File: src/rtl/shift_reg_taps.sv
// Enable-gated tapped delay line with flush, runtime tap select, flat tap bus,
// fill tracking and a recirculate (rotate) mode.
module shift_reg_taps #(
    parameter int unsigned WIDTH = 7,
    parameter int unsigned DEPTH = 4,
    // Derived widths; leave at their defaults.
    parameter int unsigned TSW   = $clog2(DEPTH),
    parameter int unsigned CW    = $clog2(DEPTH + 1)
) (
    input  logic                   clk,
    input  logic                   rstn,
    input  logic                   en,
    input  logic                   recirc,
    input  logic                   clr,
    input  logic [WIDTH-1:0]       data_in,
    input  logic [TSW-1:0]         tap_sel,
    output logic [WIDTH-1:0]       data_out,
    output logic [WIDTH-1:0]       tap_out,
    output logic [WIDTH*DEPTH-1:0] taps_flat,
    output logic [CW-1:0]          fill_cnt,
    output logic                   full,
    output logic                   valid_out
);

    localparam logic [CW-1:0] FILL_MAX = CW'(DEPTH);

    logic [WIDTH-1:0] stage_q [DEPTH];
    logic [WIDTH-1:0] stage_d [DEPTH];
    logic [CW-1:0]    fill_q;
    logic [CW-1:0]    fill_d;
    logic             valid_q;
    logic             valid_d;

    // Next state: clr beats en; recirc rotates the last stage back to the head.
    always_comb begin
        stage_d = stage_q;
        fill_d  = fill_q;
        valid_d = 1'b0;
        if (clr) begin
            for (int unsigned k = 0; k < DEPTH; k++) begin
                stage_d[k] = '0;
            end
            fill_d = '0;
        end else if (en) begin
            stage_d[0] = recirc ? stage_q[DEPTH-1] : data_in;
            for (int unsigned k = 1; k < DEPTH; k++) begin
                stage_d[k] = stage_q[k-1];
            end
            if (!recirc && (fill_q != FILL_MAX)) begin
                fill_d = fill_q + CW'(1);
            end
            valid_d = (fill_d == FILL_MAX);
        end
    end

    always_ff @(posedge clk) begin
        if (!rstn) begin
            for (int unsigned k = 0; k < DEPTH; k++) begin
                stage_q[k] <= '0;
            end
            fill_q  <= '0;
            valid_q <= 1'b0;
        end else begin
            stage_q <= stage_d;
            fill_q  <= fill_d;
            valid_q <= valid_d;
        end
    end

    // Output views are decoded from registers only; out-of-range taps read 0.
    always_comb begin
        tap_out   = '0;
        taps_flat = '0;
        for (int unsigned k = 0; k < DEPTH; k++) begin
            taps_flat[k*WIDTH +: WIDTH] = stage_q[k];
            if (tap_sel == TSW'(k)) begin
                tap_out = stage_q[k];
            end
        end
    end

    assign data_out  = stage_q[DEPTH-1];
    assign fill_cnt  = fill_q;
    assign full      = (fill_q == FILL_MAX);
    assign valid_out = valid_q;

endmodule

File: config.mk
export PLATFORM = sky130hd
export DESIGN_NAME = shift_reg_taps
export DESIGN_NICKNAME = d
export VERILOG_FILES = /design/src/rtl/shift_reg_taps.sv
export SDC_FILE = /design/constraint.sdc
export NUM_CORES = 1
export LEC_CHECK = 0
export ABC_AREA = 1
export CAP_MARGIN = 0
export CORE_ASPECT_RATIO = 1.1
export CORE_UTILIZATION = 41
export CTS_CLUSTER_DIAMETER = 120
export CTS_CLUSTER_SIZE = 30
export DETAILED_ROUTE_END_ITERATION = 12
export PLACE_DENSITY_LB_ADDON = 0.05
export REMOVE_ABC_BUFFERS = 1
export SETUP_SLACK_MARGIN = 0.15
export SLEW_MARGIN = 20
export SYNTH_ARGS = -nofsm -noshare
export SYNTH_HDL_FRONTEND = slang
export SYNTH_SLANG_ARGS = --single-unit
File: constraint.sdc
create_clock -name clk -period 4.1 [get_ports clk]
set_clock_uncertainty 0.2 [all_clocks]
set_input_delay 0.615 -clock clk [delete_from_list [all_inputs] [get_ports clk]]
set_output_delay 0.615 -clock clk [all_outputs]
set_load 0.005 [all_outputs]
==> results.cfg <==
[synth]
ys.flop_type = dfxtp_1
syn-cell-area_mm2 = 0.00152
ys_ff_latch = 32
avgSynthCellArea_um2 = 7.01
ys_types = 19
synth-seq-area-share = 0.421
async_reset_ff_frac = 0
synthMostInstantiatedCell = nor2_1
yosys-top-cells-area = dfxtp_1 (42%), nor2_1 (11%), nand2_1 (11%)
yosys_warnings = 0
syn_inst = 217
synth_common_cells = nor2_1 (46), nand2_1 (45), dfxtp_1 (32), o21ai_0 (30), a21oi_1 (14)
synth_top_area_cell = dfxtp_1
synth_edf_count = 0
netlist.area_leader.share = 0.421

[final_layout]
syn_to_final_growth_pct = 40.2
final_cells = 317
regArea_um2 = 641
final_util = 0.620
multi_input_area_um2 = 702
diodes = 0
layout-drive-gt1-share = 0.0669
fillers = 313
nets = 284

[global_route]
overflow = 0
grt_pass1_wl_um = 6050
gr-usage-all-layers = 0.205
grt_pass1_vias = 1289
grt_max_degree = 31
antenna_found_initial = 0

[clocking]
clk_pin_slew_ps = 90
cts_tree = done
cts_root_buf = clkbuf_4
hold_buffers = 0
numCtsBuffers = 5
clock_latency_ps = 330
cts_num_sinks = 32
htree_levels = 2
cts_resized = 0
cts_setup_buffers = 0
cts_buffer_depth = 2

[power_and_ir_drop]
switching_share = 0.269
p_per_area_mw_per_mm2 = 290
p_clk_frac = 0.309
ir_drop_uv = 187
intPower_mw = 0.453
pwr-share-comb = 0.156
p_sw_mw = 0.166
p_seq_frac = 0.536
p_leak_nw = 0.858

[worst_hold_path]
min_from = taps_flat[8]
min_path_type = reg2reg

[place]
numPortBuffers = 60
globalplace.congestion = 0.784
dp_hpwl_um = 2490
dp_cells = 309

[die]
die_width_um = 60.1
ios = 61
initial_core_util = 0.442
core_area_mm2 = 0.00344
rows = 22
die-height_um = 65.9
dieArea_mm2 = 0.00396

[sta]
hold_viol = 0
slew_headroom = 0.371
period_needed_ps = 3140
finalSetupTns_ps = 0
finalMaxSlewViolations = 0
period_share = 0.767
max_freq_ghz = 0.318
max_slew.worst_pin.slew_ps = 942
rsz0062_at_grt = no
setup_viol = 0

[setup_path]
required_ps = 3280
rr_worst_depth = 7
worst-path-max-fanout = 7
cp-start-kind = input pin
crit_start = tap_sel[1]
crit_type = in2out
rr_startpoint = fill_cnt[0]
cp.arrival_ps = 2330
r2r-end = valid_out
r2r_slack_ps = 2580
crit_end = tap_out[5]
endpoint_kind = primary output

[route]
postRouteAntennaNets = 0
post_drt_via_cell_ratio = 4.85
drtIter0Drc = 105
finalWirelength_um = 3670
num_vias = 1537
drc = 0
drt-wirelength-per-cell_um = 11.6
drt-pass1-iter-count = 4

[job]
maxCapViolations = 0

[outcome]
status = complete, no violations
cell families (layout without fill, tap and decap cells):
group                    after synthesis  in the layout  share of synthesized area
AND/OR/NAND/NOR                      107            107                      0.292
buffers and inverters                 30             82                      0.118
AO/OA/AOI/OAI                         46             46                      0.153
adder cells (fa/ha/maj)                2              2                     0.0164
flip-flops                            32             32                      0.421
power groups by stage:
| stage | clock (mW) | sequential [mW] | combinational (mW) |
|---|---|---|---|
| 5_1_grt | 0.210 | 0.334 | 0.108 |
| 6_report | 0.191 | 0.332 | 0.0965 |
| 2_1_floorplan | 0 | 0.338 | 0.0365 |
| 4_1_cts | 0.194 | 0.332 | 0.0974 |
| 3_3_place_gp | 0 | 0.339 | 0.0963 |
| 3_5_place_dp | 0 | 0.339 | 0.0969 |
registers in the layout, indices dropped and copies added (netlist names):
name,flops
fill_cnt,3
valid_out,1
data_out,7
taps_flat,21
critical path, stage by stage:
cell and delay [ps]:
clkdlybuf4s50_1 520, inv_1 50, nor2_1 430, nand2_1 110, nand4_1 100, clkdlybuf4s50_1 510
cell usage in the layout, fill, tap and decap left out, drive strengths merged:
master         netlist  routed
clkdlybuf4s50        0      60
nor2                50      50
nand2               48      48
dfxtp               32      32
o21ai               30      30
a21oi               14      14
inv                 12      12
nand4                7       7
clkbuf               2       6
clkinv               1       3
o22ai                2       2
nand3                2       2
ha                   2       2
buf                 15       1
routing by layer:
metal	vias to the layer above	track usage	wire length, µm
li1	798	-	-
met1	676	0.273	1700
met2	57	0.314	1640
met3	6	0.0568	275
met4	0	0.0698	49
met5	-	0	0
through the flow:
stage	worst slack (ps)	hold slack, ps	power (mW)	cell area, µm²
4_1_cts	947	324	0.623	2130
5_1_grt	823	350	0.652	2130
3_5_place_dp	952	308	0.436	2070
3_3_place_gp	965	311	0.435	2070
6_report	957	322	0.619	2130
2_1_floorplan	2220	305	0.375	1400
worst min-delay path by stage:
stage,to,slack [ps],cells past startpoint
detailed placement,taps_flat[15],310,2
global placement,data_out[1],310,2
floorplan,data_out[0],300,2
global route,taps_flat[10],350,2
CTS,taps_flat[15],320,2
finish,taps_flat[15],320,2
final cells by class:
| type | instances | share of cell area |
|---|---|---|
| multi-input cells | 155 | 0.329 |
| flip-flops and latches | 32 | 0.300 |
| repair buffers | 61 | 0.285 |
| inverters | 13 | 0.0287 |
| well taps | 48 | 0.0282 |
| clock buffers | 6 | 0.0240 |
| clock inverters | 2 | 0.00469 |
No activity file was read; power rests on OpenSTA's default activity.
